==> config.mk <==
export PLATFORM = sky130hd
export DESIGN_NAME = ex_muldiv_stage
export DESIGN_NICKNAME = d
export VERILOG_FILES = /design/src/rtl/ex_muldiv_stage.sv
export SDC_FILE = /design/constraint.sdc
export NUM_CORES = 2
export LEC_CHECK = 0
export BUFFER_PORTS_ARGS = -buffer_cell sky130_fd_sc_hd__buf_2
export CAP_MARGIN = 30
export CORE_ASPECT_RATIO = 0.75
export CORE_MARGIN = 2
export CORE_UTILIZATION = 30
export CTS_CLUSTER_DIAMETER = 200
export DETAILED_ROUTE_END_ITERATION = 8
export PLACE_DENSITY = 0.51
export SYNTH_ARGS = -nofsm -noshare
export SYNTH_HDL_FRONTEND = slang
export SYNTH_SLANG_ARGS = --single-unit
==> constraint.sdc <==
create_clock -name Clock -period 9.5 [get_ports Clock]
set_input_delay 1.425 -clock Clock [delete_from_list [all_inputs] [get_ports Clock]]
set_output_delay 1.425 -clock Clock [all_outputs]
set_load 0.01 [all_outputs]
==> src/rtl/ex_muldiv_stage.sv <==
// Execute stage: single-cycle integer ALU plus an iterative multiply/divide
// unit that owns HI/LO. A multi-cycle op raises StallE from its issue cycle
// until the cycle in which HI/LO are written. The following cycle (DONE)
// releases the held instruction.
//
// Handshake: the stage has no valid/ready pair. StallE acts as "not ready".
// While StallE is high, upstream holds its inputs, and EX/ME inserts a bubble.
// When StallE is low, the instruction in EX is consumed in that cycle.
module ex_muldiv_stage #(
  parameter int XLEN = 32,
  localparam int SHAMT_W = $clog2(XLEN)
) (
  input  logic            Clock,
  input  logic            Reset,
  input  logic [3:0]      ALUControlE,
  input  logic [2:0]      MdOpE,
  input  logic            FlushE,
  input  logic [XLEN-1:0] SrcAE,
  input  logic [XLEN-1:0] SrcBE,
  output logic [XLEN-1:0] ALUResultE,
  output logic            StallE,
  output logic [XLEN-1:0] HI,
  output logic [XLEN-1:0] LO,
  output logic            BusyE,
  output logic [1:0]      DbgStateE
);

  localparam int CNT_W = SHAMT_W + 1;

  typedef enum logic [1:0] {
    S_IDLE = 2'd0,
    S_BUSY = 2'd1,
    S_DONE = 2'd2
  } state_e;

  state_e state_q, state_d;

  logic [CNT_W-1:0] cnt_q;
  logic             is_div_q;
  logic             neg_res_q;
  logic             neg_rem_q;
  logic             div0_q;
  logic [XLEN-1:0]  a_raw_q;
  logic [XLEN-1:0]  b_mag_q;
  logic [XLEN-1:0]  acc_q;
  logic [XLEN-1:0]  lo_work_q;
  logic [XLEN-1:0]  hi_q;
  logic [XLEN-1:0]  lo_q;

  logic            start;
  logic            last;
  logic            sgn;
  logic [XLEN-1:0] a_mag;
  logic [XLEN-1:0] b_mag;

  // Issue decode and operand magnitudes for signed ops.
  always_comb begin
    start = MdOpE[2] & ~FlushE;
    last  = (cnt_q == CNT_W'(1));
    sgn   = ~MdOpE[0];
    a_mag = (sgn && SrcAE[XLEN-1]) ? (-SrcAE) : SrcAE;
    b_mag = (sgn && SrcBE[XLEN-1]) ? (-SrcBE) : SrcBE;
  end

  // State register.
  always_ff @(posedge Clock or posedge Reset) begin
    if (Reset) state_q <= S_IDLE;
    else       state_q <= state_d;
  end

  // Next-state logic: DONE ignores MdOpE so that the held op does not re-issue.
  always_comb begin
    state_d = state_q;
    case (state_q)
      S_IDLE:  if (start) state_d = S_BUSY;
      S_BUSY:  begin
        if (FlushE)    state_d = S_IDLE;
        else if (last) state_d = S_DONE;
      end
      S_DONE:  state_d = S_IDLE;
      default: state_d = S_IDLE;
    endcase
  end

  // FSM outputs. A flush drops the stall in the same cycle, and reset forces it low.
  always_comb begin
    StallE    = ~Reset & (((state_q == S_IDLE) & start) |
                          ((state_q == S_BUSY) & ~FlushE));
    BusyE     = ~Reset & (state_q == S_BUSY);
    DbgStateE = state_q;
  end

  logic [XLEN:0]     m_sum;
  logic [XLEN-1:0]   m_acc, m_lo;
  logic [XLEN:0]     d_shift;
  logic              d_ge;
  logic [XLEN-1:0]   d_diff;
  logic [XLEN-1:0]   d_acc, d_lo;
  logic [XLEN-1:0]   acc_n, lo_n;
  logic [2*XLEN-1:0] prod, prod_fix;
  logic [XLEN-1:0]   hi_res, lo_res;

  // One iteration step: the mult step is a shift-add on {acc, multiplier}.
  // The div step is a restoring subtract on {rem, dividend}. The final step
  // also applies the sign fix-up and the divide-by-zero override.
  always_comb begin
    m_sum   = {1'b0, acc_q} + (lo_work_q[0] ? {1'b0, b_mag_q} : '0);
    m_acc   = m_sum[XLEN:1];
    m_lo    = {m_sum[0], lo_work_q[XLEN-1:1]};
    d_shift = {acc_q, lo_work_q[XLEN-1]};
    d_ge    = (d_shift >= {1'b0, b_mag_q});
    d_diff  = d_shift[XLEN-1:0] - b_mag_q;
    d_acc   = d_ge ? d_diff : d_shift[XLEN-1:0];
    d_lo    = {lo_work_q[XLEN-2:0], d_ge};
    acc_n   = is_div_q ? d_acc : m_acc;
    lo_n    = is_div_q ? d_lo  : m_lo;
    prod     = {acc_n, lo_n};
    prod_fix = neg_res_q ? (-prod) : prod;
    if (!is_div_q) begin
      hi_res = prod_fix[2*XLEN-1:XLEN];
      lo_res = prod_fix[XLEN-1:0];
    end else if (div0_q) begin
      hi_res = a_raw_q;
      lo_res = '1;
    end else begin
      hi_res = neg_rem_q ? (-acc_n) : acc_n;
      lo_res = neg_res_q ? (-lo_n) : lo_n;
    end
  end

  // Datapath: latch operands on issue, iterate in BUSY, write HI/LO on the last step.
  always_ff @(posedge Clock or posedge Reset) begin
    if (Reset) begin
      cnt_q     <= '0;
      is_div_q  <= 1'b0;
      neg_res_q <= 1'b0;
      neg_rem_q <= 1'b0;
      div0_q    <= 1'b0;
      a_raw_q   <= '0;
      b_mag_q   <= '0;
      acc_q     <= '0;
      lo_work_q <= '0;
      hi_q      <= '0;
      lo_q      <= '0;
    end else if (state_q == S_IDLE && start) begin
      cnt_q     <= CNT_W'(XLEN);
      is_div_q  <= MdOpE[1];
      neg_res_q <= sgn & (SrcAE[XLEN-1] ^ SrcBE[XLEN-1]);
      neg_rem_q <= sgn & SrcAE[XLEN-1];
      div0_q    <= MdOpE[1] & (SrcBE == '0);
      a_raw_q   <= SrcAE;
      b_mag_q   <= b_mag;
      acc_q     <= '0;
      lo_work_q <= a_mag;
    end else if (state_q == S_BUSY && !FlushE) begin
      cnt_q     <= cnt_q - CNT_W'(1);
      acc_q     <= acc_n;
      lo_work_q <= lo_n;
      if (last) begin
        hi_q <= hi_res;
        lo_q <= lo_res;
      end
    end
  end

  // ALU and mfhi/mflo result mux.
  always_comb begin
    case (ALUControlE)
      4'b0010: ALUResultE = SrcAE + SrcBE;
      4'b0110: ALUResultE = SrcAE - SrcBE;
      4'b0000: ALUResultE = SrcAE & SrcBE;
      4'b0001: ALUResultE = SrcAE | SrcBE;
      4'b0011: ALUResultE = SrcAE ^ SrcBE;
      4'b1100: ALUResultE = ~(SrcAE | SrcBE);
      4'b0111: ALUResultE = {{(XLEN-1){1'b0}}, ($signed(SrcAE) < $signed(SrcBE))};
      4'b0100: ALUResultE = SrcBE << SrcAE[SHAMT_W-1:0];
      4'b0101: ALUResultE = SrcBE >> SrcAE[SHAMT_W-1:0];
      4'b1000: ALUResultE = $unsigned($signed(SrcBE) >>> SrcAE[SHAMT_W-1:0]);
      default: ALUResultE = '0;
    endcase
    if (MdOpE == 3'b010) ALUResultE = hi_q;
    if (MdOpE == 3'b011) ALUResultE = lo_q;
  end

  assign HI = hi_q;
  assign LO = lo_q;

endmodule

==> flow_summary.ini <==
[clock_network]
path_clk_slew_ns = 0.06
numCtsBuffers = 23
hold_buffers = 0
cts.sinks = 204
clk_latency_ns = 0.58
h-tree-depth = 1
post_cts_buffers = 0
cts_tree = built
cts_resized = 0
clock_path_buffers = 3
cts-root-buf = clkbuf_16

[drt]
drc = 0
drt-pass1-iter-count = 6
drt-total-wl_um = 139000
drtIter0Drc = 3995
viasPerCell = 6.19
avgRoutedWirePerCell_um = 29.4
num_vias = 29200
ant_nets = 0

[critical_path]
reg2regPathDepth = 14
critPathLaunch = SrcAE[1]
rr_endpoint = HI[21]
endpoint = ALUResultE[27]
cp_max_fo = 35
r2r-start = b_mag_q[27]
rrSetupSlack_ns = 3.50
worstPathRequired_ns = 8.08
cp.arrival_ns = 6.21
worstSetupEndpointType = primary output
critPathKind = input port to primary output
worstSetupStartpointType = input port

[logic_synthesis]
async_flop_share = 1.00
synth_top_family_by_area = compound AO/OA/AOI/OAI gates
synth.area.mux_share = 0.0653
synth_compound_area_frac = 0.319
seq_area_frac_synth = 0.199
yosys_warnings = 0
syn_nets = 3800
synthTopCellsByArea = dfrtp_1 20%, o21ai_0 8.6%, ha_1 8.1%
synth_edf_count = 0
synth_ff_type = dfrtp_1
synthAdderAreaFrac = 0.0841
yosysUniqueCellTypes = 112
synthSimpleGateAreaFrac = 0.210
syn_area_mm2 = 0.0256
synth_top_area_cell = dfrtp_1
synth_top_cell_area_share = 0.199
ys_seq_elements = 204
synthCells = 3556
syn_area_per_cell_um2 = 7.21
synthXorXnorAreaFrac = 0.0618

[power_and_ir_drop]
vdd_ir_drop_max_v = 0.000127
p_per_area_mw_per_mm2 = 281
leakage_nw = 12.1

[global_route]
grt_remaining_overflow = 0
grt_max_degree = 180
track_usage = 0.302
antenna_found_initial = 13
grt_pass1_vias = 25900
grt_pass1_wl_um = 196000

[timing]
fin_skew_ns = 0.0448
setup_viol = 0
layout_setup_ws_ns = 1.86
rsz0062_at_grt = false
hold_viol = 0
fmax_mhz = 131
layout_min_cycle_time_ns = 7.64
slew_headroom = 0.191
period_share = 0.804
tns_ns = 0
worstMarginPinSlew_ns = 1.20
slew_violations = 0

[placed_design]
gp_congestion = 1.02
hpwlAfterDp_um = 108000
place_area_mm2 = 0.0275
pre_cts_ws_ns = 2.17
io_buffers = 173

[die]
die-area_mm2 = 0.0878
rows = 92
die_h_um = 257
fp.dieW_um = 342
core_area_mm2 = 0.0844
start_util = 0.304
io_pins = 174

[status]
status = finished, final reports clean

[cells_and_area]
final_cell_area_mm2 = 0.0282
final_nets = 3816
drive_gt1_frac = 0.107
area_growth_pct = 10.1

[hold_path]
hp-class = flop to flop

[job]
drv_cap = 0
[placed cells by master (no fill, tap or decap), types with 28 or more instances in the layout]
cell | netlist | routed
nand4_1 | 35 | 35
and2_1 | 47 | 46
a221oi_1 | 31 | 31
nor2_1 | 365 | 362
a22oi_1 | 32 | 32
xnor2_1 | 141 | 141
nor3_1 | 71 | 68
o21ai_0 | 439 | 439
a31oi_1 | 54 | 54
a21o_1 | 49 | 49
a211oi_1 | 35 | 35
o31ai_1 | 35 | 35
buf_4 | 2 | 53
nand2b_1 | 29 | 29
dfrtp_1 | 204 | 202
ha_1 | 166 | 166
mux2i_1 | 112 | 112
nand3_1 | 61 | 61
xor2_1 | 40 | 40
o211ai_1 | 76 | 76
nand2_1 | 412 | 411
a21oi_1 | 267 | 267
buf_2 | 17 | 177
or3_1 | 28 | 28
inv_1 | 162 | 158
[area by class of cell]
class                      instances  area (µm²)
clock inverter                     8        86.3
antenna                            3        7.51
timing repair buffer             232        1310
inverter                         163         619
clock buffer                      34         657
sequential                       204        5110
tap                             1128        1410
fill                            9105       56200
multi-input combinational       2948       19000
[power by group]
group	switching, W	total (W)	internal (W)
Clock	0.000421	0.000932	0.000511
Sequential	0.000495	0.00165	0.00116
Combinational	0.00353	0.00533	0.00180
Total	0.00445	0.00792	0.00347
[how the worst min path moves through the flow]
stage | start | to | slack, ns | depth (start not counted)
finish | a_raw_q[30] | a_raw_q[30] | 0.48 | 2
global route | a_raw_q[12] | a_raw_q[12] | 0.51 | 2
CTS | a_raw_q[28] | a_raw_q[28] | 0.48 | 2
detailed placement | a_raw_q[28] | a_raw_q[28] | 0.47 | 2
global placement | a_raw_q[29] | a_raw_q[29] | 0.46 | 2
floorplan | a_raw_q[19] | a_raw_q[19] | 0.44 | 2
[synth_stat cells, drive strengths merged, types with 22 or more instances]
| cell | instances |
|---|---|
| nand2 | 413 |
| mux2i | 112 |
| or3 | 28 |
| nor2 | 366 |
| a31oi | 55 |
| nor4 | 22 |
| nor3 | 73 |
| o21ai | 446 |
| a22oi | 32 |
| and2 | 47 |
| o31ai | 37 |
| clkbuf | 196 |
| inv | 163 |
| nand2b | 29 |
| xor2 | 40 |
| o21bai | 22 |
| dfrtp | 204 |
| a221oi | 33 |
| ha | 166 |
| nand4 | 38 |
| a21oi | 274 |
| buf | 45 |
| o211ai | 78 |
| xnor2 | 141 |
| a21o | 50 |
| nand3 | 63 |
| a211oi | 37 |
| o22ai | 26 |
[layer usage]
layer	part of all wire	GRT usage	wire length (µm)	up-vias
li1	-	-	-	13000
met1	0.45	0.458	63100	14300
met2	0.39	0.415	54500	1740
met3	0.12	0.0760	16500	222
met4	0.032	0.0783	4390	14
met5	0.00093	0	129	-
[logic make-up after synthesis]
group	after synthesis
DFF	204
and+or+nand+nor	1170
adders and majority gates	170
muxes	145
xor gates and xnor gates	181
buffers and inverters	404
AOI/OAI and AO/OA	1282
[flip-flops by register name, indices dropped and copies added, names as in the netlist]
register   count
HI            32
LO            32
a_raw_q       32
acc_q         32
b_mag_q       32
lo_work_q     32
cnt_q          6
DbgStateE      2
div0_q         1
is_div_q       1
neg_rem_q      1
neg_res_q      1
[worst max-delay path, cell delays in order]
cell	delay, ns
buf_4	0.38
inv_1	0.42
ha_1	0.43
a21oi_1	0.14
o21bai_1	0.13
a21o_1	0.20
a21o_1	0.20
a21o_1	0.27
a21boi_0	0.59
o21a_1	0.21
o21ai_0	0.18
a211oi_1	0.62
nor2_1	0.19
a221oi_1	0.28
a21oi_1	0.10
o31a_1	0.26
buf_2	0.14
[per-stage QoR]
step	util	hold WS (ns)	std cells	power, W
floorplan	-	0.442	3556	0.00493
global placement	0.325	0.461	4669	0.00678
detailed placement	0.325	0.472	4673	0.00678
CTS	0.334	0.484	4715	0.00773
global route	0.334	0.507	4717	0.00835
finish	0.335	0.482	4720	0.00792
No activity file was read; power rests on OpenSTA's default activity.
